## config.mk

```make
export PLATFORM = sky130hd
export DESIGN_NAME = trap_ctrl_flat
export DESIGN_NICKNAME = d
export VERILOG_FILES = /design/src/rtl/trap_pkg.sv /design/src/rtl/trap_ctrl_if.sv /design/src/rtl/sync_edge.sv /design/src/rtl/trap_ctrl.sv /design/src/flat_wrapper.sv
export SDC_FILE = /design/constraint.sdc
export NUM_CORES = 1
export LEC_CHECK = 0
export ABC_AREA = 1
export CORE_UTILIZATION = 35
export DETAILED_ROUTE_END_ITERATION = 6
export HOLD_SLACK_MARGIN = 0.02
export PLACE_DENSITY = 0.62
export SLEW_MARGIN = 5
export SYNTH_ARGS = -nofsm -noshare
export SYNTH_HDL_FRONTEND = slang
export SYNTH_SLANG_ARGS = --single-unit
```

## constraint.sdc

```tcl
create_clock -name clk -period 1.2 [get_ports clk]
set_input_delay 0.18 -clock clk [delete_from_list [all_inputs] [get_ports clk]]
set_output_delay 0.18 -clock clk [all_outputs]
set_load 0.05 [all_outputs]
```

## src/rtl/trap_pkg.sv

```systemverilog
// Shared types for the MegaMapper trap/NMI controller.
package trap_pkg;

    typedef enum logic {
        GUEST   = 1'b0,
        TRAPPED = 1'b1
    } state_e;

    localparam int CAUSE_NONE     = 0;
    localparam int CAUSE_IOV      = 1;
    localparam int CAUSE_IRQ_BASE = 2;

endpackage

```

## src/rtl/trap_ctrl_if.sv

```systemverilog
// Signal bundle between the I/O decoder, Z80 lines and the trap controller.
interface trap_ctrl_if #(
    parameter int NUM_IRQ = 4,
    parameter int CAUSE_W = 4
);
    logic               m1_n;
    logic [NUM_IRQ-1:0] irq_n;
    logic [NUM_IRQ-1:0] irq_mask;
    logic               io_violation;
    logic               new_isr;
    logic               last_isr_untrap;
    logic               virtual_enabled;
    logic               fault_clr;
    logic               nmi_n;
    logic               trap_state;
    logic               capture_address;
    logic [CAUSE_W-1:0] trap_cause;
    logic               double_fault;

    modport master (
        output m1_n, irq_n, irq_mask, io_violation, new_isr,
        output last_isr_untrap, virtual_enabled, fault_clr,
        input  nmi_n, trap_state, capture_address, trap_cause,
        input  double_fault
    );

    modport slave (
        input  m1_n, irq_n, irq_mask, io_violation, new_isr,
        input  last_isr_untrap, virtual_enabled, fault_clr,
        output nmi_n, trap_state, capture_address, trap_cause,
        output double_fault
    );
endinterface

```

## src/rtl/sync_edge.sv

```systemverilog
// Multi-stage synchronizer with one-clock rise/fall pulses.
module sync_edge #(
    parameter int               WIDTH   = 1,
    parameter int               STAGES  = 2,
    parameter logic [WIDTH-1:0] RST_VAL = '1
) (
    input  logic             clk,
    input  logic             rst_n,
    input  logic [WIDTH-1:0] d_i,
    output logic [WIDTH-1:0] q_o,
    output logic [WIDTH-1:0] rise_o,
    output logic [WIDTH-1:0] fall_o
);

    logic [STAGES-1:0][WIDTH-1:0] sync_q;
    logic [WIDTH-1:0]             prev_q;

    always_ff @(posedge clk or negedge rst_n) begin
        if (!rst_n) begin
            sync_q <= {STAGES{RST_VAL}};
            prev_q <= RST_VAL;
        end else begin
            sync_q <= {sync_q[STAGES-2:0], d_i};
            prev_q <= sync_q[STAGES-1];
        end
    end

    assign q_o    = sync_q[STAGES-1];
    assign rise_o = q_o & ~prev_q;
    assign fall_o = ~q_o & prev_q;

endmodule

```

## src/rtl/trap_ctrl.sv

```systemverilog
// Trap/NMI controller: preempts the guest into the handler and records why.
module trap_ctrl
    import trap_pkg::*;
#(
    parameter int NUM_IRQ     = 4,
    parameter int CAUSE_W     = 4,
    parameter int SYNC_STAGES = 2
) (
    input  logic      clk,
    input  logic      reset_n,
    trap_ctrl_if.slave bus
);

    logic               m1_sync, m1_rise, m1_fall;
    logic [NUM_IRQ-1:0] irq_sync, irq_unused_rise, irq_unused_fall;

    state_e             state_q, state_d;
    logic [CAUSE_W-1:0] cause_q, cause_d, enc;
    logic [NUM_IRQ-1:0] hold_q, hold_d, active;
    logic               viol_q, viol_d;
    logic               cap_q, cap_d;
    logic               nmi_q, nmi_d;
    logic               dfault_q, dfault_d;
    logic               pending, untrap_ok;

    sync_edge #(.WIDTH(1), .STAGES(SYNC_STAGES)) u_m1_sync (
        .clk    (clk),
        .rst_n  (reset_n),
        .d_i    (bus.m1_n),
        .q_o    (m1_sync),
        .rise_o (m1_rise),
        .fall_o (m1_fall)
    );

    sync_edge #(.WIDTH(NUM_IRQ), .STAGES(SYNC_STAGES)) u_irq_sync (
        .clk    (clk),
        .rst_n  (reset_n),
        .d_i    (bus.irq_n),
        .q_o    (irq_sync),
        .rise_o (irq_unused_rise),
        .fall_o (irq_unused_fall)
    );

    assign active    = hold_q & bus.irq_mask;
    assign pending   = viol_q | (|active);
    assign untrap_ok = bus.last_isr_untrap & bus.virtual_enabled;

    // Violation outranks interrupts; among interrupts the lowest index wins.
    always_comb begin
        enc = CAUSE_W'(CAUSE_NONE);
        for (int i = NUM_IRQ - 1; i >= 0; i--) begin
            if (active[i]) enc = CAUSE_W'(CAUSE_IRQ_BASE + i);
        end
        if (viol_q) enc = CAUSE_W'(CAUSE_IOV);
    end

    always_comb begin
        state_d  = state_q;
        cause_d  = cause_q;
        cap_d    = cap_q;
        viol_d   = viol_q;
        dfault_d = dfault_q;
        hold_d   = m1_rise ? ~irq_sync : hold_q;
        if (m1_fall) cap_d = 1'b0;
        if (bus.fault_clr) dfault_d = 1'b0;
        unique case (state_q)
            GUEST: begin
                if (m1_fall) begin
                    if (!bus.virtual_enabled) begin
                        state_d = TRAPPED;
                        cause_d = CAUSE_W'(CAUSE_NONE);
                    end else if (pending && bus.new_isr) begin
                        state_d = TRAPPED;
                        cause_d = enc;
                        cap_d   = 1'b1;
                        if (viol_q) viol_d = 1'b0;
                    end
                end
                // A violation on the entry edge is kept for after untrap.
                if (bus.io_violation) viol_d = 1'b1;
            end
            TRAPPED: begin
                if (m1_fall && untrap_ok) begin
                    state_d = GUEST;
                    cause_d = CAUSE_W'(CAUSE_NONE);
                end
                if (bus.io_violation) begin
                    viol_d   = 1'b0;
                    dfault_d = 1'b1;
                end
            end
        endcase
        nmi_d = !(state_q == GUEST && pending && m1_sync);
    end

    always_ff @(posedge clk or negedge reset_n) begin
        if (!reset_n) begin
            state_q  <= GUEST;
            cause_q  <= '0;
            hold_q   <= '0;
            viol_q   <= 1'b0;
            cap_q    <= 1'b0;
            nmi_q    <= 1'b1;
            dfault_q <= 1'b0;
        end else begin
            state_q  <= state_d;
            cause_q  <= cause_d;
            hold_q   <= hold_d;
            viol_q   <= viol_d;
            cap_q    <= cap_d;
            nmi_q    <= nmi_d;
            dfault_q <= dfault_d;
        end
    end

    assign bus.nmi_n           = nmi_q;
    assign bus.trap_state      = (state_q == TRAPPED);
    assign bus.capture_address = cap_q | ((state_q == TRAPPED) & untrap_ok);
    assign bus.trap_cause      = cause_q;
    assign bus.double_fault    = dfault_q;

endmodule
```

## src/flat_wrapper.sv

```systemverilog
// flat-port wrapper written by rule: the top's interface ports become plain ports
module trap_ctrl_flat import trap_pkg::*;
#(
    parameter int NUM_IRQ     = 4,
    parameter int CAUSE_W     = 4,
    parameter int SYNC_STAGES = 2
)
  (clk, reset_n, bus_m1_n, bus_irq_n, bus_irq_mask, bus_io_violation, bus_new_isr, bus_last_isr_untrap, bus_virtual_enabled, bus_fault_clr, bus_nmi_n, bus_trap_state, bus_capture_address, bus_trap_cause, bus_double_fault);
  trap_ctrl_if #(.NUM_IRQ(NUM_IRQ), .CAUSE_W(CAUSE_W)) bus_i ();
  input  logic clk;
  input  logic reset_n;
  input wire logic [$bits(bus_i.m1_n)-1:0] bus_m1_n;
  input wire logic [$bits(bus_i.irq_n)-1:0] bus_irq_n;
  input wire logic [$bits(bus_i.irq_mask)-1:0] bus_irq_mask;
  input wire logic [$bits(bus_i.io_violation)-1:0] bus_io_violation;
  input wire logic [$bits(bus_i.new_isr)-1:0] bus_new_isr;
  input wire logic [$bits(bus_i.last_isr_untrap)-1:0] bus_last_isr_untrap;
  input wire logic [$bits(bus_i.virtual_enabled)-1:0] bus_virtual_enabled;
  input wire logic [$bits(bus_i.fault_clr)-1:0] bus_fault_clr;
  output wire logic [$bits(bus_i.nmi_n)-1:0] bus_nmi_n;
  output wire logic [$bits(bus_i.trap_state)-1:0] bus_trap_state;
  output wire logic [$bits(bus_i.capture_address)-1:0] bus_capture_address;
  output wire logic [$bits(bus_i.trap_cause)-1:0] bus_trap_cause;
  output wire logic [$bits(bus_i.double_fault)-1:0] bus_double_fault;
  assign bus_i.m1_n = bus_m1_n;
  assign bus_i.irq_n = bus_irq_n;
  assign bus_i.irq_mask = bus_irq_mask;
  assign bus_i.io_violation = bus_io_violation;
  assign bus_i.new_isr = bus_new_isr;
  assign bus_i.last_isr_untrap = bus_last_isr_untrap;
  assign bus_i.virtual_enabled = bus_virtual_enabled;
  assign bus_i.fault_clr = bus_fault_clr;
  assign bus_nmi_n = bus_i.nmi_n;
  assign bus_trap_state = bus_i.trap_state;
  assign bus_capture_address = bus_i.capture_address;
  assign bus_trap_cause = bus_i.trap_cause;
  assign bus_double_fault = bus_i.double_fault;
  trap_ctrl #(.NUM_IRQ(NUM_IRQ), .CAUSE_W(CAUSE_W), .SYNC_STAGES(SYNC_STAGES)) u_core (.clk(clk), .reset_n(reset_n), .bus(bus_i));
endmodule
```

==> results.md, run 1 <==
- Status: complete, but fails checks
- Failing checks: setup timing
- Leading cell type in the layout, fill and taps excluded: nand2_1
- CTS Buf Count: 3
- Final setup viols: 3
- First-pass DRT Iterations: 4
- Via count: 727
- Die X: 53.0 um
- # rows: 18
- Final instance area: 1360 um^2
- Fin. max-slew vios: 0
- Final ANT Viol Nets: 0
- FF+latch count, synth: 23
- Antenna diodes: 0
- Fmax: 0.770 GHz
- Dpl cells: 145
- Die Y-Extent: approximately 53 um
- Final Critical Period: 1.30 ns
- Initial DRC count: 6
- Clock tree sinks: 23
- Mapped Area: slightly above 900 um^2
- First-pass GRT wire length: 2.68 mm
- Drt total wl: about 1.5 mm
- Fin crit share: 108%
- Layout cells sized above 1: a little under 40%
- Synth unique cells: 18
- Synth area leaders: dfstp_2 35%, dfrtp_1 30%, nand2_1 9.9%
- Layout area overhead: 49.2%
- HPWL after DPL: 1.09 mm
- Total negative setup slack: -0.150 ns
- Top cell type's share of synthesized area: between 30% and 40%
- Clock skew: 0.00999 ns
- Syn. warnings: 0
- Initial Utilization: 36.7%
- Clock slew at reported path FFs: about 0.13 ns
- Number of global-route vias before repair: 659
- GRT Util Overall: approximately 14%
- CP required: 1.02 ns
- Pin count of the biggest net entering global routing: 24
- Syn_area_per_cell: 10.0 um^2
- CTS tree: done
- Core area: ~2500 um^2
- Gr ovfl total: 0
- Worst skew pair latency: ~0.31 ns
- Overall power: 0.00212 W
- Fill count: between 200 and 250
- Worst vdd ir: between 0.0009 and 0.001 V
- Post-CTS Hold Fix Bufs: 0
- Sequential area share after synthesis: between 60% and 70%
- Power Dens Cells: between 1500 and 2000 nW/um^2
- Worst Path Arrival: 1.12 ns
- Most frequent cells in the layout: 23 x nand2_1, 15 x clkdlybuf4s50_1, 12 x dfstp_2
- Worst hold path class: in -> async
- Worst setup path class: reg -> out
- IO Pins: 24
- Nets: 141
- Die Area: 2810 um^2
- Synth Instances: 91
- Avg WL per Cell: 10.1 um
- Final instance count without filler cells: 154
- RSZ-0062 raised after global routing: true
- Clock buffer depth: 2
- DRC Markers: 0
- Critical path fanouts, max: 2
- Antenna violations before repair: 0
- Leakage: 0.633 nW
- H-tree depth: 1
- Post-placement cell area: 1270 um^2
- Yosys top cell by area: dfstp_2
- Gp weighted congestion: 0.808
- Max cap viols: 0
- Crit path launch type: register
- Worst Setup End Kind: primary output
- Endpoints failing hold: 0
- Final worst slack: -0.0991 ns
- Root buffer cell: clkbuf_4
- Routed vias/inst: 4.72
- IO buf count: 22
- Syn nets: 107
[per-stage QoR]
step	utilization, %	setup WS (ns)	hold slack [ns]
after floorplan	-	0.0168	-0.116
after global placement	51.1	-0.145	0.346
final	54.8	-0.0991	0.195
after global routing	54.8	-0.145	0.189
after detailed placement	51.1	-0.167	0.347
after CTS	53.4	-0.114	0.192
[worst paths after layout]
path                                                  start                     endpoint  slack, ns  cells after the start
worst max register to register      u_core.u_m1_sync.prev_q                u_core.viol_q          0                      7
worst max-delay path                  u_core.bus.trap_state          bus_capture_address       -0.1                      2
worst min-delay path                                reset_n     u_core.bus.trap_cause[2]       0.20                      2
max in group asynchronous                           reset_n  u_core.u_irq_sync.sync_q[1]       0.78                      2
min in group clk                                   bus_m1_n   u_core.u_m1_sync.sync_q[0]       0.26                      1
worst min register to register  u_core.u_irq_sync.sync_q[1]     u_core.u_irq_sync.q_o[1]       0.36                      0
[critical path: stages, from the launching register on]
cell,delay [ns]
dfrtp_2,0.44
a31o_4,0.23
buf_12,0.14
[per-layer routing]
layer  wire, um  global-route usage (%)  up-vias
met1        642                    15.8      350
met4         23                    6.58        0
li1           -                       -      350
met3        103                    6.32        5
met5          0                       0        -
met2        779                    21.3       22
[flip-flops by register name, indices dropped and copies added (netlist names)]
signal	count
u_core.hold_q	4
u_core.u_m1_sync.sync_q	1
u_core.viol_q	1
u_core.u_m1_sync.prev_q	1
u_core.bus.trap_state	1
u_core.cap_q	1
u_core.bus.trap_cause	3
u_core.u_m1_sync.q_o	1
u_core.u_irq_sync.sync_q	4
u_core.bus.nmi_n	1
u_core.bus.double_fault	1
u_core.u_irq_sync.q_o	4
[power by group]
group          switching, W  internal [W]
registers         0.0000732      0.000891
clock network      0.000232      0.000127
logic              0.000420      0.000380
[timing repair]
action                                 CTS  global route
setup buffers                            1             4
setup endpoints to repair                6             7
pin swaps                                3             5
endpoints found under the hold margin    0             0
gates resized for setup                  5             1
[synthesized netlist by cell type]
| master | n |
|---|---|
| a21oi_1 | 1 |
| a21oi_2 | 1 |
| a31o_2 | 1 |
| buf_4 | 1 |
| conb_1 | 1 |
| dfrtp_1 | 11 |
| dfstp_2 | 12 |
| inv_1 | 7 |
| inv_2 | 2 |
| nand2_1 | 24 |
| nand2_2 | 7 |
| nand3_1 | 7 |
| nand4_1 | 1 |
| nor2_1 | 5 |
| nor2_2 | 1 |
| nor2_4 | 1 |
| nor3_1 | 1 |
| o21ai_0 | 7 |
[logic make-up after synthesis]
family	after synthesis	synth area share, %
AND/OR/NAND/NOR	47	23.8
flip-flops	23	64.9
AO/OA/AOI/OAI	10	6.33
buffers and inverters	10	4.54
other	1	0.412
[final cells by class]
cell class	count	area (um^2)	area share [%]
clock buffers	3	22.5	1.66
clock inverters	1	7.51	0.553
flip-flops and latches	23	592	43.6
repair buffers	30	363	26.7
well taps	30	37.5	2.76
multi-input cells	58	302	22.2
inverters	9	33.8	2.49
No activity file was read; power rests on OpenSTA's default activity.
==> run 2, diff against run 1 <==
- CORE_UTILIZATION: 35 -> 41
- PLACE_DENSITY: 0.62 -> 0.71
==> run 2 against run 1 <==
Against the previous run: the run still ends with setup timing left; routed wire length increased by 14%; core utilization increased by 12 points; sequential power increased by 0.5%; non-clock buffer count decreased by 3; maximum frequency decreased by 0.76%; clock skew decreased by 0.0048 ns; cell count decreased by 3.9%; critical path depth unchanged; largest power group unchanged.
==> results.md, run 2 (synthesis gave the netlist of run 1 again) <==
- Status: complete, but fails checks (unchanged)
- Failing checks: setup timing (unchanged)
- Die Area: 2410 um^2 (was 2810 um^2)
- Root buffer cell: clkbuf_4 (unchanged)
- Worst hold path class: in -> async (unchanged)
- # rows: 16 (was 18)
- Leading cell type in the layout, fill and taps excluded: nand2_1 (unchanged)
- First-pass GRT wire length: 2.99 mm (was 2.68 mm)
- Antenna violations before repair: 0 (unchanged)
- Critical path fanouts, max: 2 (unchanged)
- HPWL after DPL: 1.26 mm (was 1.09 mm)
- Count of cell instances traversed by the critical path: 2 (unchanged)
- Antenna diodes: 0 (unchanged)
- CTS Buf Count: 3 (unchanged)
- Worst Setup End Kind: primary output (unchanged)
- Overall power: 0.00214 W (was 0.00212 W)
- Core area: 2020 um^2 (was 2480 um^2)
- Crit path launch type: register (unchanged)
- Worst Path Arrival: 1.13 ns (was 1.12 ns)
- Number of global-route vias before repair: 722 (was 659)
- Via count: 704 (was 727)
- Power Dens Cells: 1590 nW/um^2 (was 1560 nW/um^2)
- Clock skew: 0.00523 ns (was 0.00999 ns)
- Routed vias/inst: 4.76 (was 4.72)
- Fin crit share: 109% (was 108%)
- Max incr delay on CP: 0.44 ns (about the same)
- R2R depth: 7 (unchanged)
- Clock tree sinks: 23 (unchanged)
- CTS tree: done (unchanged)
- Clock buffer depth: 2 (unchanged)
- Fmax: 0.764 GHz (was 0.770 GHz)
- IO buf count: 22 (unchanged)
- Crit path max-delay family: flip-flops (unchanged)
- Endpoints failing hold: 0 (unchanged)
- Final Critical Period: 1.31 ns (was 1.30 ns)
- DRC Markers: 0 (unchanged)
- Leakage: 0.624 nW (was 0.633 nW)
- Worst skew pair latency: 0.32 ns (was 0.31 ns)
- Fill count: 152 (was 220)
- Drt total wl: 1.76 mm (was 1.55 mm)
- RR Startpoint: u_core.u_m1_sync.prev_q (unchanged)
- R2R Path End: u_core.viol_q (unchanged)
- Gp weighted congestion: 0.858 (was 0.808)
- Gr ovfl total: 0 (unchanged)
- Initial Utilization: 45.0% (was 36.7%)
- CP required: 1.02 ns (about the same)
- H-tree depth: 1 (unchanged)
- First-pass DRT Iterations: 4 (unchanged)
- Most frequent cells in the layout: 21 x nand2_1, 15 x clkdlybuf4s50_1, 12 x dfstp_2 (was 23 x nand2_1, 15 x clkdlybuf4s50_1, 12 x dfstp_2)
- Initial DRC count: 6 (unchanged)
- Final ANT Viol Nets: 0 (unchanged)
- Worst setup path class: reg -> out (unchanged)
- Max cap viols: 0 (unchanged)
- Fin. max-slew vios: 0 (unchanged)
- IO Pins: 24 (unchanged)
- Final setup viols: 3 (unchanged)
- Crit-path slowest cell: dfrtp_2 (unchanged)
- Final worst slack: -0.109 ns (was -0.0991 ns)
- Worst vdd ir: 0.000959 V (was 0.000915 V)
- Post-CTS Hold Fix Bufs: 0 (unchanged)
- Clock slew at reported path FFs: 0.13 ns (about the same)
- Avg WL per Cell: 11.9 um (was 10.1 um)
- CP bufs+invs: 1 (unchanged)
- Layout cells sized above 1: 42.1% (was 39.5%)
- GRT Util Overall: 16.5% (was 13.7%)
- CP cell instances: a31o_4 > buf_12 (unchanged)
- Reg2Reg Setup Slack: -0.02 ns (was 0 ns)
- RSZ-0062 raised after global routing: true (unchanged)
- Die X: 49.1 um (was 53.0 um)
- Pin count of the biggest net entering global routing: 24 (unchanged)
- Layout area overhead: 48.1% (was 49.2%)
- Nets: 138 (was 141)
- Die Y-Extent: 49.1 um (was 53.0 um)
- Setup WS pre-CTS: -0.179 ns (was -0.167 ns)
[run 2: cell count changes in the layout (fill, tap and decap cells not counted), sizes merged]
cell	previous run	this run
clkinvlp	1	0
inv	9	10
buf	15	12
[run 2: timing repair]
| item | 4_1_cts | 5_1_grt |
|---|---|---|
| setup endpoints to repair | 6 | 9 |
| setup buffers | 1 | 0 |
| pin swaps | 6 | 9 |
| gates resized for setup | 6 | 5 |
| gates cloned | 0 | 0 |
[run 2: area by class of cell]
| cell class | count | area (um^2) | area share (%) |
|---|---|---|---|
| Sequential cell | 23 | 592 | 43.9 |
| Timing Repair Buffer | 27 | 340 | 25.3 |
| Multi-Input combinational cell | 58 | 319 | 23.7 |
| Inverter | 9 | 33.8 | 2.51 |
| Tap cell | 27 | 33.8 | 2.51 |
| Clock buffer | 3 | 22.5 | 1.67 |
| Clock inverter | 1 | 6.26 | 0.464 |
[run 2: power by group]
group | internal (W) | switching [W]
combinational | 0.000368 | 0.000438
clock | 0.000130 | 0.000234
sequential | 0.000891 | 0.0000776
total | 0.00139 | 0.000750
[run 2: worst max-delay path by stage]
stage / start / to / slack, ns
floorplan: u_core.u_m1_sync.prev_q / u_core.bus.trap_cause[0] / 0.02
global placement: bus_irq_mask[0] / u_core.bus.trap_cause[1] / -0.14
detailed placement: bus_irq_mask[0] / u_core.bus.trap_cause[0] / -0.18
CTS: u_core.bus.trap_state / bus_capture_address / -0.12
global route: u_core.bus.trap_state / bus_capture_address / -0.14
finish: u_core.bus.trap_state / bus_capture_address / -0.11
[run 2: routing by layer]
layer	global-route usage, %	wire length (um)	vias up	part of all wire, %
li1	-	-	346	-
met1	17.8	711	338	40
met2	29.7	965	17	55
met3	4.67	66	3	3.7
met4	6.86	21	0	1.2
met5	0	0	-	0
[run 2: worst register-to-register path, delay by kind of cell (launching register included)]
kind,cells,cell delay (ns)
flops,1,0.54
buf+inv,1,0.05
simple gates,5,0.49
compound gates,1,0.05
[run 2: per-stage QoR]
step                instance area (um^2)  cells  hold slack (ns)  utilization [%]  TNS (ns)
floorplan                            911     91           -0.116                -         0
global placement                    1270    143            0.346             62.8    -0.618
detailed placement                  1270    143            0.347             62.8    -0.866
CTS                                 1330    148            0.186             65.8    -0.249
global route                        1350    148            0.186             66.6    -0.456
finish                              1350    148            0.194             66.6    -0.185
